## src/rtl/data_mem_stage.sv

```systemverilog
// Data-memory pipeline stage: byte-addressed load/store into a small word
// array, with a write-back handshake and a retire pulse per request.
module data_mem_stage #(
    parameter int XLEN      = 32,
    parameter int DEPTH     = 32,
    parameter bit WB_BYPASS = 1'b1
) (
    input  logic            clk,
    input  logic            rst,
    input  logic            i_valid,
    output logic            o_ready,
    input  logic [XLEN-1:0] i_result,
    input  logic [XLEN-1:0] i_store_data,
    input  logic            i_mem_read,
    input  logic            i_mem_write,
    input  logic [2:0]      i_funct3,
    input  logic [4:0]      i_rd,
    output logic            o_wb_valid,
    input  logic            i_wb_ready,
    output logic [XLEN-1:0] o_wb_data,
    output logic [4:0]      o_wb_rd,
    output logic            o_flush,
    output logic            o_err
);
    localparam int AW = $clog2(DEPTH);
    localparam int NB = XLEN / 8;

    typedef enum logic [1:0] {IDLE = 2'd0, ACCESS = 2'd1, RESP = 2'd2, RETIRE = 2'd3} state_t;

    state_t          state_r, state_s;
    logic [XLEN-1:0] addr_r, sdata_r;
    logic            rd_en_r, wr_en_r;
    logic [2:0]      f3_r;
    logic [4:0]      rd_r;
    logic            ready_r, wb_valid_r, flush_r, err_r;
    logic [XLEN-1:0] wb_data_r;
    logic [4:0]      wb_rd_r;
    logic [XLEN-1:0] mem_r [DEPTH] = '{default: '0};

    logic            illegal_s, wb_need_s;
    logic [AW-1:0]   idx_s;
    logic [1:0]      off_s;
    logic [NB-1:0]   be_s;
    logic [XLEN-1:0] wdata_s;
    logic            unused_s;

    // Unsigned codes exist only for loads; stores with them are rejected.
    function automatic logic is_illegal(input logic rd, input logic wr,
                                        input logic [2:0] f3, input logic [1:0] off);
        logic bad;
        bad = 1'b0;
        if (rd && wr) begin
            bad = 1'b1;
        end else if (rd || wr) begin
            case (f3)
                3'b000:  bad = 1'b0;
                3'b001:  bad = off[0];
                3'b010:  bad = (off != 2'b00);
                3'b100:  bad = wr;
                3'b101:  bad = wr | off[0];
                default: bad = 1'b1;
            endcase
        end else begin
            bad = 1'b0;
        end
        return bad;
    endfunction

    function automatic logic [XLEN-1:0] load_extend(input logic [XLEN-1:0] word,
                                                    input logic [1:0] off, input logic [2:0] f3);
        logic [7:0]      b;
        logic [15:0]     h;
        logic [XLEN-1:0] res;
        b = word[8*int'(off) +: 8];
        h = word[16*int'(off[1]) +: 16];
        case (f3)
            3'b000:  res = {{(XLEN-8){b[7]}}, b};
            3'b001:  res = {{(XLEN-16){h[15]}}, h};
            3'b100:  res = {{(XLEN-8){1'b0}}, b};
            3'b101:  res = {{(XLEN-16){1'b0}}, h};
            default: res = word;
        endcase
        return res;
    endfunction

    // Decode of the latched request: index, lane enables, legality, write-back need.
    always_comb begin
        idx_s     = addr_r[AW+1:2];
        off_s     = addr_r[1:0];
        illegal_s = is_illegal(rd_en_r, wr_en_r, f3_r, off_s);
        wb_need_s = !illegal_s && (rd_r != 5'd0) && (rd_en_r || (!wr_en_r && WB_BYPASS));
        unused_s  = &{1'b0, addr_r};
        be_s      = '0;
        for (int i = 0; i < NB; i++) begin
            case (f3_r)
                3'b000:  be_s[i] = ((i % 4) == int'(off_s));
                3'b001:  be_s[i] = (((i / 2) % 2) == int'(off_s[1]));
                3'b010:  be_s[i] = 1'b1;
                default: be_s[i] = 1'b0;
            endcase
        end
        case (f3_r)
            3'b000:  wdata_s = {NB{sdata_r[7:0]}};
            3'b001:  wdata_s = {(NB/2){sdata_r[15:0]}};
            default: wdata_s = sdata_r;
        endcase
    end

    // Next-state logic.
    always_comb begin
        state_s = state_r;
        case (state_r)
            IDLE: begin
                if (i_valid) state_s = ACCESS;
                else         state_s = IDLE;
            end
            ACCESS: begin
                if (wb_need_s) state_s = RESP;
                else           state_s = RETIRE;
            end
            RESP: begin
                if (i_wb_ready) state_s = RETIRE;
                else            state_s = RESP;
            end
            RETIRE:  state_s = IDLE;
            default: state_s = IDLE;
        endcase
    end

    // State, request latch and registered outputs; outputs track the next state.
    always_ff @(posedge clk) begin
        if (rst) begin
            state_r    <= IDLE;
            ready_r    <= 1'b1;
            wb_valid_r <= 1'b0;
            flush_r    <= 1'b0;
            err_r      <= 1'b0;
            wb_data_r  <= '0;
            wb_rd_r    <= 5'd0;
            addr_r     <= '0;
            sdata_r    <= '0;
            rd_en_r    <= 1'b0;
            wr_en_r    <= 1'b0;
            f3_r       <= 3'd0;
            rd_r       <= 5'd0;
        end else begin
            state_r    <= state_s;
            ready_r    <= (state_s == IDLE);
            wb_valid_r <= (state_s == RESP);
            flush_r    <= (state_s == RETIRE);
            err_r      <= (state_s == RETIRE) && illegal_s;
            if (state_r == IDLE && i_valid) begin
                addr_r  <= i_result;
                sdata_r <= i_store_data;
                rd_en_r <= i_mem_read;
                wr_en_r <= i_mem_write;
                f3_r    <= i_funct3;
                rd_r    <= i_rd;
            end
            if (state_r == ACCESS && !illegal_s && !wr_en_r) begin
                wb_data_r <= rd_en_r ? load_extend(mem_r[idx_s], off_s, f3_r) : addr_r;
                wb_rd_r   <= rd_r;
            end
        end
    end

    // Store lanes; a reset on the ACCESS edge suppresses the write.
    always_ff @(posedge clk) begin
        if (!rst && state_r == ACCESS && wr_en_r && !illegal_s) begin
            for (int i = 0; i < NB; i++) begin
                if (be_s[i]) mem_r[idx_s][8*i +: 8] <= wdata_s[8*i +: 8];
            end
        end
    end

    assign o_ready    = ready_r;
    assign o_wb_valid = wb_valid_r;
    assign o_wb_data  = wb_data_r;
    assign o_wb_rd    = wb_rd_r;
    assign o_flush    = flush_r;
    assign o_err      = err_r;
endmodule

```

## config.mk

```make
export PLATFORM = sky130hd
export DESIGN_NAME = data_mem_stage
export DESIGN_NICKNAME = d
export VERILOG_FILES = /design/src/rtl/data_mem_stage.sv
export SDC_FILE = /design/constraint.sdc
export NUM_CORES = 1
export LEC_CHECK = 0
export CORE_ASPECT_RATIO = 1.4
export CORE_MARGIN = 1.5
export CORE_UTILIZATION = 40
export CTS_BUF_LIST = sky130_fd_sc_hd__clkbuf_4 sky130_fd_sc_hd__clkbuf_8
export DETAILED_ROUTE_END_ITERATION = 12
export GPL_ROUTABILITY_DRIVEN = 0
export SETUP_SLACK_MARGIN = 0.05
export SLEW_MARGIN = 40
export SYNTH_ARGS = -nofsm -noshare
export SYNTH_HDL_FRONTEND = slang
export SYNTH_SLANG_ARGS = --single-unit
```

## constraint.sdc

```tcl
create_clock -name clk -period 7.87 [get_ports clk]
set_input_delay 1.1805 -clock clk [delete_from_list [all_inputs] [get_ports clk]]
set_output_delay 1.1805 -clock clk [all_outputs]
set_load 0.02 [all_outputs]
```

==> flow_summary.json, run 1 <==
{
  "fp.dieArea_um2": 116000,
  "synth_xor_area_frac": 0,
  "initial_antenna_violation_count": 3,
  "fin_nets": 2867,
  "place_worst_setup_slack_ns": 3.57,
  "synth_fa_ha_area_frac": 0.00110,
  "synth_async_sr_flop_share": 0,
  "crit_required_ns": 8.56,
  "design.core.area_um2": 113000,
  "io_pins": 119,
  "timing.hold.worst.start": "addr_r[18]",
  "chipWidth_um": 288,
  "initial_core_util": 0.403,
  "grt_first_pass_wirelength_um": 179000,
  "final_period_minus_worst_setup_slack_ns": 4.27,
  "combinationalPowerShare": 0.182,
  "p_seq_frac": 0.496,
  "drv_cap": 0,
  "dr_total_vias": 24900,
  "p_clk_frac": 0.322,
  "outcome": "completed",
  "p_per_area_nw_per_um2": 282,
  "finalCoreUtilization": 0.457,
  "timing.final.setup_violations": 0,
  "ant_nets": 0,
  "number_of_synthesized_flops_with_an_enable_pin": 1024,
  "clock_skew_ns": 0.0356,
  "postSynthNetCount": 2696,
  "hold_depth": 2,
  "holdCritPathClass": "register to register",
  "cts_buffer_depth": 3,
  "synth_area_leaders": "sky130_fd_sc_hd__edfxtp_1 (68%), sky130_fd_sc_hd__mux4_2 (11%), sky130_fd_sc_hd__dfxtp_1 (5.4%), sky130_fd_sc_hd__mux2i_1 (3.0%), sky130_fd_sc_hd__nand2_1 (2.7%)",
  "synth_ff_type": "sky130_fd_sc_hd__edfxtp_1",
  "remaining_drc_errors": 0,
  "synthesis.area_per_instance_um2": 17.4,
  "yosysTopAreaCell": "sky130_fd_sc_hd__edfxtp_1",
  "power.net_switching_mw": 4.22,
  "compound_gate_portion_of_the_synthesized_area": 0.0476,
  "synth.mux.area_fraction": 0.148,
  "routed_length_per_instance_um": 28.3,
  "syn_to_final_growth_pct": 13.4,
  "critical_path_arrival_ns": 4.96,
  "synth_cell_types": 60,
  "ctsRootBufferMaster": "sky130_fd_sc_hd__clkbuf_8",
  "first_iter_violations": 2081,
  "via_per_inst": 5.67,
  "timing.max_slew.rel_slack": 0.410,
  "grt_overflow": 0,
  "finish.instance_area_um2": 51600,
  "synth_top_family_by_area": "multiplexers",
  "worstSetupPathType": "register to register",
  "finalMaxSlewViolations": 0,
  "worst-path-max-fanout": 45,
  "finalWirelength_um": 124000,
  "share_of_layout_cells_above_drive_strength_1": 0.231,
  "worstSetupEndpointType": "register",
  "placement_rows": 146,
  "final.setup.tns_ns": 0,
  "setup_repair_after_global_routing_missed_its_margin": "false",
  "final-hold-violation-count": 0,
  "placement.io_buffers": 118,
  "syn_area_um2": 45500,
  "yosys_register_bits": 1146,
  "groute.usage.overall": 0.216,
  "final_critical_path_setup_slack_ns": 3.60,
  "power_leakage_nw": 15.9,
  "clkTransAtPathRegs_ns": 0.07,
  "clk_latency_ns": 0.86,
  "fin_crit_sh": 0.543,
  "max_freq_mhz": 234,
  "synthesis.instances": 2614,
  "die_h_um": 402,
  "sequential_element_share_of_the_synthesized_area": 0.730,
  "hpwlAfterDp_um": 81700,
  "reg2reg_to": "o_wb_data[23]",
  "rr_worst_depth": 8,
  "post_cts_hold_buffer_count": 0,
  "power.share.switching": 0.290,
  "worstMarginPinSlew_ns": 0.884,
  "finalHoldWorstSlack_ns": 0.456,
  "mostFrequentLayoutCell": "sky130_fd_sc_hd__edfxtp_1",
  "vdd_drop_max_mv": 0.138,
  "post_cts.resized_instances": 0,
  "cts_tree": "yes",
  "tritoncts_buffer_count": 160,
  "postCtsSetupBuffers": 0,
  "start_kind": "register",
  "first_global_vias": 26000,
  "min_delay_worst_endpoint": "addr_r[18]",
  "layout.cells.most_common_list": "sky130_fd_sc_hd__edfxtp_1 (1024), sky130_fd_sc_hd__nand2_1 (320), sky130_fd_sc_hd__mux4_2 (229), sky130_fd_sc_hd__clkbuf_8 (167), sky130_fd_sc_hd__mux2i_1 (135)",
  "synthDominantCellAreaShare": 0.676,
  "rrSetupSlack_ns": 3.60,
  "pin_count_of_the_biggest_net_entering_global_routing": 113,
  "clkSinkCount": 1146,
  "detailed_place.area_um2": 48300,
  "drt_pre_antenna_iters": 6,
  "cell_internal_pwr_mw": 10.3,
  "cts_max_level": 4,
  "ys_warn_count": 0,
  "synthSimpleGateAreaFrac": 0.0508
}
[power by group through the flow]
stage | registers [mW] | clock network (mW) | logic (mW)
3_3_place_gp | 7.35 | 0 | 2.56
5_1_grt | 7.23 | 5.01 | 2.80
6_report | 7.22 | 4.69 | 2.66
4_1_cts | 7.22 | 4.78 | 2.64
2_1_floorplan | 7.33 | 0 | 1.58
3_5_place_dp | 7.35 | 0 | 2.64
[synthesized netlist by cell type (all sizes together) (6+ instances only)]
cell and count:
a211oi 11, a21oi 129, or3 6, inv 15, o211ai 8, a221oi 46
dfxtp 122, nand2 322, a221o 8, o22ai 10, a31oi 8, o21ai 50
nand3 11, mux4 229, mux2i 135, nand2b 6, mux2 20, nor2b 15
buf 85, nor2 188, clkbuf 79, nor3 9, edfxtp 1024, a22oi 29
[worst max-delay path, cell delays in order, from the launching register on]
cell and delay (ns):
sky130_fd_sc_hd__dfxtp_4 0.61, sky130_fd_sc_hd__buf_12 0.30, sky130_fd_sc_hd__buf_4 0.65, sky130_fd_sc_hd__mux4_2 0.60, sky130_fd_sc_hd__o21ai_1 0.17, sky130_fd_sc_hd__nand4_2 0.30
sky130_fd_sc_hd__mux4_2 0.59, sky130_fd_sc_hd__a21oi_2 0.61, sky130_fd_sc_hd__a2111oi_0 0.22
[registers in the layout (all words and copies together) (netlist names), named ones only]
signal / cells
mem_r: 1024
addr_r: 32
o_wb_data: 32
sdata_r: 32
o_wb_rd: 5
rd_r: 5
f3_r: 3
state_r: 2
o_err: 1
o_flush: 1
o_ready: 1
o_wb_valid: 1
rd_en_r: 1
wr_en_r: 1
[routing by layer]
| layer | part of all wire | GRT usage | vias to the layer above |
|---|---|---|---|
| met3 | 0.069 | 0.0400 | 247 |
| met2 | 0.52 | 0.384 | 1090 |
| li1 | - | - | 10600 |
| met4 | 0.045 | 0.0975 | 2 |
| met1 | 0.36 | 0.252 | 12900 |
| met5 | 0.00010 | 0 | - |
[cell type report]
type / count / area [µm²]
tap: 1480 / 1850
timing repair buffer: 173 / 1670
inverter: 17 / 63.8
antenna: 1 / 2.50
clock inverter: 83 / 643
multi-input combinational: 1287 / 11500
sequential: 1146 / 33200
clock buffer: 208 / 2610
fill: 9561 / 61300
[worst max-delay path by stage]
stage	from	to	slack, ns	depth (start not counted)
floorplan	rst	mem_r[10][10]	4.60	5
global placement	register	o_wb_data[8]	3.33	8
detailed placement	register	o_wb_data[2]	3.57	8
CTS	register	o_wb_data[2]	3.56	8
global route	register	o_wb_data[2]	3.41	8
finish	register	o_wb_data[23]	3.60	8
[metrics by stage]
stage | total power [mW] | std cells
after floorplan | 8.90 | 2614
after global placement | 9.92 | 4100
after detailed placement | 9.98 | 4103
after CTS | 14.6 | 4394
after global routing | 15.0 | 4395
final | 14.6 | 4395
[cells by family (layout without fill, tap and decap cells)]
family                     after synthesis  after routing
other                                    0              1
AOI/OAI and AO/OA                      325            325
muxes                                  384            384
and+or+nand+nor                        574            574
buffers and inverters                  181            481
DFF                                   1146           1146
adders and majority gates                4              4
Note: power is estimated with default switching activity, not from simulation.
==> inputs of run 2 (changes only) <==
==> constraint.sdc (replaced) <==
create_clock -name clk -period 4.41 [get_ports clk]
set_input_delay 0.6615 -clock clk [delete_from_list [all_inputs] [get_ports clk]]
set_output_delay 0.6615 -clock clk [all_outputs]
set_load 0.02 [all_outputs]
==> run 2 against run 1 <==
  * Sequential power increased by 79%
  * Count of clock-buffer cells in the layout up 2
  * Clock power increased by 75%
  * Critical endpoint unchanged
==> flow_summary.json, run 2 (synthesis gave the netlist of run 1 again) <==
{
  "outcome": "completed",
  "tritoncts_buffer_count": 157,
  "min_delay_worst_endpoint": "sdata_r[31]",
  "initial_core_util": 0.403,
  "ctsRootBufferMaster": "sky130_fd_sc_hd__clkbuf_8",
  "p_seq_frac": 0.498,
  "cts_max_level": 4,
  "post_cts_hold_buffer_count": 0,
  "postCtsSetupBuffers": 0,
  "remaining_drc_errors": 0,
  "grt_overflow": 0,
  "placement_rows": 146,
  "rr_worst_depth": 9,
  "worstMarginPinSlew_ns": 0.889,
  "via_per_inst": 5.65,
  "pnr_total_power_mw": 25.8,
  "pin_count_of_the_biggest_net_entering_global_routing": 79,
  "crit_required_ns": 5.08,
  "drv_cap": 0,
  "timing.max_slew.rel_slack": 0.405,
  "drt_pre_antenna_iters": 8,
  "groute.usage.overall": 0.211,
  "vdd_drop_max_mv": 0.325,
  "rrSetupSlack_ns": 0.77,
  "placement.io_buffers": 118,
  "grt_first_pass_wirelength_um": 176000,
  "p_per_area_nw_per_um2": 499,
  "holdCritPathClass": "primary input to register",
  "cts_tree": "yes",
  "worst-path-max-fanout": 43,
  "chipWidth_um": 288,
  "power.share.switching": 0.283,
  "clock_skew_ns": 0.0352,
  "worstSetupPathType": "register to register",
  "finish.instance_area_um2": 51700,
  "critical_path_arrival_ns": 4.30,
  "p_clk_frac": 0.318,
  "design.core.area_um2": 113000,
  "start_kind": "register",
  "clkSinkCount": 1146,
  "final-hold-violation-count": 0,
  "hold_depth": 2,
  "setup_repair_after_global_routing_missed_its_margin": "false",
  "fin_nets": 2894,
  "combinationalPowerShare": 0.184,
  "mostFrequentLayoutCell": "sky130_fd_sc_hd__edfxtp_1",
  "power_leakage_nw": 16.0,
  "hpwlAfterDp_um": 81600,
  "timing.hold.worst.start": "rst",
  "io_pins": 119,
  "power.net_switching_mw": 7.31,
  "largest_register": "mem_r",
  "finalCoreUtilization": 0.458,
  "cts_buffer_depth": 3,
  "timing.final.setup_violations": 0,
  "post_cts.resized_instances": 0,
  "share_of_layout_cells_above_drive_strength_1": 0.232,
  "max_freq_mhz": 275,
  "routed_length_per_instance_um": 27.7,
  "ant_nets": 0,
  "syn_to_final_growth_pct": 13.6,
  "layout.cells.most_common_list": "sky130_fd_sc_hd__edfxtp_1 (1024), sky130_fd_sc_hd__nand2_1 (320), sky130_fd_sc_hd__mux4_2 (229), sky130_fd_sc_hd__clkbuf_8 (169), sky130_fd_sc_hd__mux2i_1 (135)",
  "die_h_um": 402,
  "first_global_vias": 25400,
  "fp.dieArea_um2": 116000,
  "cell_internal_pwr_mw": 18.5,
  "finalMaxSlewViolations": 0,
  "worstSetupEndpointType": "register",
  "final_period_minus_worst_setup_slack_ns": 3.64,
  "largest_register_ffs": 1024,
  "first_iter_violations": 2529,
  "final.setup.tns_ns": 0,
  "fin_crit_sh": 0.824,
  "dr_total_vias": 24900,
  "clkTransAtPathRegs_ns": 0.07,
  "finalWirelength_um": 122000,
  "detailed_place.area_um2": 48500,
  "initial_antenna_violation_count": 3,
  "clk_latency_ns": 0.85,
  "reg2reg_to": "o_wb_data[23]"
}
-- run 2: changes by cell type in the layout (fill, tap and decap cells not counted), moves of 3 or more --
cell	before	now
sky130_fd_sc_hd__a21oi_2	11	7
sky130_fd_sc_hd__clkinv_8	5	0
sky130_fd_sc_hd__inv_8	4	1
sky130_fd_sc_hd__inv_6	4	1
sky130_fd_sc_hd__nor2_1	118	121
sky130_fd_sc_hd__buf_4	49	77
sky130_fd_sc_hd__nor2_2	69	66
sky130_fd_sc_hd__clkinv_1	36	43
sky130_fd_sc_hd__clkinv_2	26	17
sky130_fd_sc_hd__buf_12	4	7
-- run 2: worst max path at each step --
stage	endpoint	slack (ns)
3_5_place_dp	o_wb_data[23]	0.82
2_1_floorplan	mem_r[10][10]	1.62
6_report	o_wb_data[23]	0.77
3_3_place_gp	o_wb_data[8]	0.86
4_1_cts	o_wb_data[23]	0.82
5_1_grt	o_wb_data[31]	0.64
-- run 2: metrics by stage --
step | setup WS, ns | hold WS, ns | cells
2_1_floorplan | 1.62 | 0.432 | 2614
3_3_place_gp | 0.863 | 0.444 | 4132
3_5_place_dp | 0.823 | 0.445 | 4132
4_1_cts | 0.821 | 0.174 | 4413
5_1_grt | 0.640 | 0.228 | 4415
6_report | 0.775 | 0.257 | 4415
-- run 2: worst max-delay path, stage by stage, from the launching register on --
cell                        delay, ns
sky130_fd_sc_hd__dfxtp_4         0.63
sky130_fd_sc_hd__buf_12          0.33
sky130_fd_sc_hd__mux2i_1         0.31
sky130_fd_sc_hd__a22oi_1         0.11
sky130_fd_sc_hd__nand2_1         0.12
sky130_fd_sc_hd__o22ai_1         0.12
sky130_fd_sc_hd__a211o_1         0.40
sky130_fd_sc_hd__mux4_2          0.51
sky130_fd_sc_hd__a21oi_2         0.62
sky130_fd_sc_hd__a2111oi_0       0.25
-- run 2: layout make-up --
cell class                 instances  area, µm²
antenna                            1       2.50
tap                             1480       1850
sequential                      1146      33200
inverter                          17       66.3
fill                            9608      61200
multi-input combinational       1287      11500
clock inverter                    71        495
clock buffer                     210       2630
timing repair buffer             203       1930
-- run 2: power groups by stage --
stage | combinational, mW | clock (mW) | sequential, mW
global placement | 4.61 | 0 | 13.1
detailed placement | 4.71 | 0 | 13.1
floorplan | 2.81 | 0 | 13.1
global route | 5.01 | 8.78 | 12.9
CTS | 4.72 | 8.34 | 12.8
finish | 4.75 | 8.21 | 12.9
-- run 2: per-layer routing --
layer | vias to the layer above | wire (µm) | global-route usage
met4 | 0 | 4490 | 0.0807
met2 | 1128 | 63600 | 0.371
met1 | 12900 | 45600 | 0.253
met5 | - | 0 | 0
li1 | 10700 | - | -
met3 | 236 | 8340 | 0.0417
